$ cat src/rtl/rom_arbiter.sv
// Round-robin arbiter and 3-cycle sequencer sharing one synchronous genrom port
// between the fetch path (requester 0) and a secondary agent (requester 1).
module rom_arbiter #(
  parameter int MEM_ADDR  = 6,
  parameter int MEM_EXTRA = 4
) (
  input  logic                           clk,
  input  logic                           reset,
  input  logic                           req0,
  input  logic                           req1,
  input  logic [MEM_ADDR:0]              addr0,
  input  logic [MEM_ADDR:0]              addr1,
  input  logic [MEM_EXTRA-1:0]           extra0,
  input  logic [MEM_EXTRA-1:0]           extra1,
  output logic                           ack0,
  output logic                           ack1,
  output logic                           rvalid0,
  output logic                           rvalid1,
  output logic [(2**MEM_EXTRA)*8-1:0]    rdata,
  output logic                           rerror,
  output logic                           busy,
  input  logic                           cfg_we,
  input  logic [1:0]                     cfg_sel,
  input  logic [MEM_ADDR:0]              cfg_data,
  output logic [MEM_ADDR:0]              mem_addr,
  output logic [MEM_EXTRA-1:0]           mem_extra,
  output logic [MEM_ADDR:0]              mem_lower,
  output logic [MEM_ADDR:0]              mem_upper,
  input  logic [(2**MEM_EXTRA)*8-1:0]    mem_data,
  input  logic                           mem_error
);

  typedef enum logic [1:0] {
    IDLE  = 2'd0,
    ISSUE = 2'd1,
    WAIT  = 2'd2
  } state_t;

  state_t             state;
  state_t             state_nxt;
  logic               last;       // requester granted most recently; also owns the in-flight access
  logic               gnt_valid;
  logic               gnt_sel;
  logic [MEM_ADDR:0]  lower0;
  logic [MEM_ADDR:0]  upper0;
  logic [MEM_ADDR:0]  lower1;
  logic [MEM_ADDR:0]  upper1;

  // NOTE: sequential state uses non-blocking assignments so every register
  // samples pre-edge values, independent of block ordering.
  always_ff @(posedge clk or negedge reset) begin
    if (!reset) state <= IDLE;
    else        state <= state_nxt;
  end

  // NOTE: every output of this block is defaulted first, so no path can
  // leave a variable unassigned and infer a latch.
  always_comb begin
    state_nxt = state;
    gnt_valid = 1'b0;
    gnt_sel   = 1'b0;
    case (state)
      IDLE: begin
        if (req0 || req1) begin
          gnt_valid = 1'b1;
          gnt_sel   = (req0 && req1) ? ~last : req1;
          state_nxt = ISSUE;
        end
      end
      ISSUE:   state_nxt = WAIT;
      WAIT:    state_nxt = IDLE;
      default: state_nxt = IDLE;
    endcase
  end

  assign busy = (state != IDLE);

  // NOTE: the upper bounds reset to all ones, not zero, so a fresh window
  // spans the whole ROM.
  always_ff @(posedge clk or negedge reset) begin
    if (!reset) begin
      lower0 <= '0;
      upper0 <= '1;
      lower1 <= '0;
      upper1 <= '1;
    end else if (cfg_we) begin
      case (cfg_sel)
        2'd0: lower0 <= cfg_data;
        2'd1: upper0 <= cfg_data;
        2'd2: lower1 <= cfg_data;
        2'd3: upper1 <= cfg_data;
        default: ;
      endcase
    end
  end

  // Bounds are sampled from the pre-edge registers, so a coincident config
  // write only affects the following grant.
  always_ff @(posedge clk or negedge reset) begin
    if (!reset) begin
      last      <= 1'b1;
      ack0      <= 1'b0;
      ack1      <= 1'b0;
      rvalid0   <= 1'b0;
      rvalid1   <= 1'b0;
      rdata     <= '0;
      rerror    <= 1'b0;
      mem_addr  <= '0;
      mem_extra <= '0;
      mem_lower <= '0;
      mem_upper <= '1;
    end else begin
      ack0    <= 1'b0;
      ack1    <= 1'b0;
      rvalid0 <= 1'b0;
      rvalid1 <= 1'b0;
      if (gnt_valid) begin
        last      <= gnt_sel;
        ack0      <= ~gnt_sel;
        ack1      <= gnt_sel;
        mem_addr  <= gnt_sel ? addr1  : addr0;
        mem_extra <= gnt_sel ? extra1 : extra0;
        mem_lower <= gnt_sel ? lower1 : lower0;
        mem_upper <= gnt_sel ? upper1 : upper0;
      end
      if (state == WAIT) begin
        rdata   <= mem_data;
        rerror  <= mem_error;
        rvalid0 <= ~last;
        rvalid1 <= last;
      end
    end
  end

endmodule

$ cat config.mk
export PLATFORM = sky130hd
export DESIGN_NAME = rom_arbiter
export DESIGN_NICKNAME = d
export VERILOG_FILES = /design/src/rtl/rom_arbiter.sv
export SDC_FILE = /design/constraint.sdc
export NUM_CORES = 1
export LEC_CHECK = 0
export CELL_PAD_IN_SITES_DETAIL_PLACEMENT = 1
export CELL_PAD_IN_SITES_GLOBAL_PLACEMENT = 2
export CORE_MARGIN = 3
export CORE_UTILIZATION = 30
export DETAILED_ROUTE_END_ITERATION = 6
export PLACE_DENSITY = 0.92
export RECOVER_POWER = 100
export SYNTH_ARGS = -nofsm -noshare
export SYNTH_HDL_FRONTEND = slang
export SYNTH_SLANG_ARGS = --single-unit
$ cat constraint.sdc
create_clock -name clk -period 2.71 [get_ports clk]
set_clock_uncertainty 0.15 [all_clocks]
set_input_delay 0.271 -clock clk [delete_from_list [all_inputs] [get_ports clk]]
set_output_delay 0.271 -clock clk [all_outputs]
set_load 0.01 [all_outputs]
==> impl_metrics.csv <==
group,metric,value,unit
pwr,clockPowerShare,19.5,%
worst_setup_path,end_kind,"register",
detailed_routing,drt_iter0_drc,147,
floorplanning,dieArea,26200,sq um
timing,max_clock_freq,435,MHz
run,drv_cap,0,
global_route,antenna_found_initial,0,
timing,fin_tns_setup,0,ps
place,dpl_cell_area,10900,sq um
logic_synthesis,synth_cell_type_count,20,
detailed_routing,vias,5049,
worst_setup_path,path_max_fanout,29,
final_layout,fin_nets,934,
min_path,hp-class,"in2async",
floorplanning,die_h,162,microns
pwr,seq_power_share,37.5,%
logic_synthesis,syn_inst,437,
final_layout,drive_above_1_share,29.4,%
clock_tree,cts_buffers,17,
clock_tree,h-tree-depth,4,
timing,min_period,2300,ps
outcome,status,"finished clean",
timing,min_period_over_period,84.8,%
pwr,netSwitchingFraction,32.1,%
logic_synthesis,yosys_warnings,0,
detailed_routing,first_pass_iters,4,
logic_synthesis,ys_ff_latch,189,
floorplanning,rows,56,
clock_tree,numClockSinks,189,
floorplanning,ioPinCount,324,
clock_tree,tritoncts,"done",
worst_setup_path,startpoint_type,"register",
pwr,peakVddDrop,0.424,mV
floorplanning,initial_utilization,30.8,%
worst_setup_path,crit_required,2930,ps
global_route,met3_usage,4.39,%
clock_tree,cts_buffer_depth,2,
global_route,grt_overflow,0,
detailed_routing,vias_per_cell,4.59,
floorplanning,coreArea,23700,sq um
clock_tree,cts_root_buffer,"clkbuf_16",
floorplanning,die_x,162,microns
pwr,power_density,1130,nW/um^2
final_layout,n_antenna_cell,0,
global_route,met1_usage,20.0,%
detailed_routing,drtAntennaViolNets,0,
global_route,globalRouteMet2Util,29.0,%
place,gp_congestion,0.744,
global_route,grt_pass1_wl,33800,microns
pwr,combPwrFrac,42.9,%
detailed_routing,wl_per_cell,19.9,microns
global_route,grt_max_degree,70,
global_route,track_usage,16.7,%
timing,maxSlewViolCount,0,
timing,rsz0062_at_grt,"no",
clock_tree,cts.repair.resized,0,
logic_synthesis,synth_area,7300,sq um
logic_synthesis,synth_seq_area_share,65.2,%
timing,worst_pin_slew,1090,ps
timing,finalSetupViolCount,0,
clock_tree,cts.reportedPaths.clkPinSlew,80,ps
logic_synthesis,syn_nets,602,
detailed_routing,drt-total-wl,21900,microns
worst_setup_path,crit_arrival,2520,ps
logic_synthesis,avgSynthCellArea,16.7,sq um
detailed_routing,drc,0,
pwr,internal_power,8.71,mW
global_route,grt_pass1_vias,5615,
worst_setup_path,criticalPathCategory,"reg2reg",
global_route,grt.busiest_layer,"met2",
place,dp_hpwl,16500,microns
final_layout,area_delta_synth_final,56.1,%
final_layout,finalInstanceArea,11400,sq um
timing,slew_headroom,26.9,%
place,io_buffer_count,323,
pwr,p_switching,4.12,mW
pwr,leakagePower,4.72,nW
clock_tree,worstSkewPairLatency,430,ps
timing,hold_viol_final,0,
-- state kept, by name (all words and copies together), names as in the netlist, 4 cells and up --
name       cells
mem_upper      7
lower0         7
upper1         7
mem_lower      7
mem_addr       7
upper0         7
mem_extra      4
lower1         7
rdata        128
-- power groups by stage --
stage                     clock [mW]  combinational, mW  sequential (mW)
after floorplan                    0               2.25             5.41
after global placement             0               5.93             4.84
after detailed placement           0               6.09             4.95
after CTS                       2.60               6.11             4.90
after global routing            2.72               5.90             5.00
final                           2.51               5.50             4.82
-- metal layers --
layer	up-vias	share of wire, %	routed length, microns
met5	-	0	0
met4	0	2.6	563
met3	30	5.8	1280
met2	188	52	11400
met1	2568	39	8640
li1	2263	-	-
-- synth_stat cells, drive strengths merged --
master,count,area share (%)
a211oi,2,0.55
a221o,25,3.6
buf,21,2.5
clkbuf,3,0.15
dfrtp,167,57
dfstp,22,7.9
inv,3,0.15
mux2,157,24
nand3,1,0.069
nand3b,2,0.21
nor2,4,0.21
nor2b,1,0.086
nor3b,1,0.17
o21a,25,2.6
o21bai,1,0.10
or2,1,0.12
or2b,1,0.10
-- critical path, cell delays in order (launching register included) --
cell	delay, ps
dfrtp_1	390
or2_4	390
a211oi_1	400
clkbuf_1	630
a221o_1	280
-- timing repair --
action                                 CTS  global route
hold buffers                             1             0
endpoints found under the hold margin   55             0
setup buffers                            0             0
-- logic make-up after synthesis --
family          after synthesis  synth area share (%)
compound gates               53                  6.81
buf+inv                      27                  2.81
flops                       189                  65.2
mux                         157                  24.2
simple gates                 11                 0.960
-- stage by stage --
stage          instances  hold WS, ps  power, mW  utilization (%)  setup slack, ps
2_1_floorplan        437         -175       7.66                -             1030
3_3_place_gp        1068          180       10.8             45.9              749
3_5_place_dp        1068          178       11.0             45.9              706
4_1_cts             1101          274       13.6             48.5              431
5_1_grt             1101          275       13.6             48.1              225
6_report            1101          255       12.8             48.1              411
-- cell type report --
cell class / instances / area, sq um
Fill cell: 2420 / 12300
Sequential cell: 189 / 4760
Timing Repair Buffer: 337 / 3330
Multi-Input combinational cell: 221 / 2310
Clock buffer: 18 / 429
Tap cell: 319 / 399
Clock inverter: 14 / 155
Inverter: 3 / 11.3
-- cells in the final DEF, fill, tap and decap left out, drive strengths merged --
master and count:
dfrtp 167, clkdlybuf4s50 162, dlygate4sd3 161, mux2 157, clkbuf 28, o21a 25
a221o 25, dfstp 22, inv 9, clkinv 7, nor2 4, buf 4
a211oi 2, nand3b 2, or2 1, or2b 1, nor3b 1, nor2b 1
nand3 1, o21bai 1, bufinv 1
-- final timing paths --
check / start / end / slack (ps) / cells after the start
setup / recovery: state[1] / mem_upper[5] / 410 / 4
hold / removal: reset / rdata[98] / 250 / 2
setup reg to reg: state[1] / mem_upper[5] / 410 / 4
hold reg to reg: state[1] / state[1] / 300 / 1
max in group asynchronous: reset / state[0] / 790 / 3
min in group clk: mem_data[100] / rdata[100] / 300 / 2
Note: power is estimated with default switching activity, not from simulation.
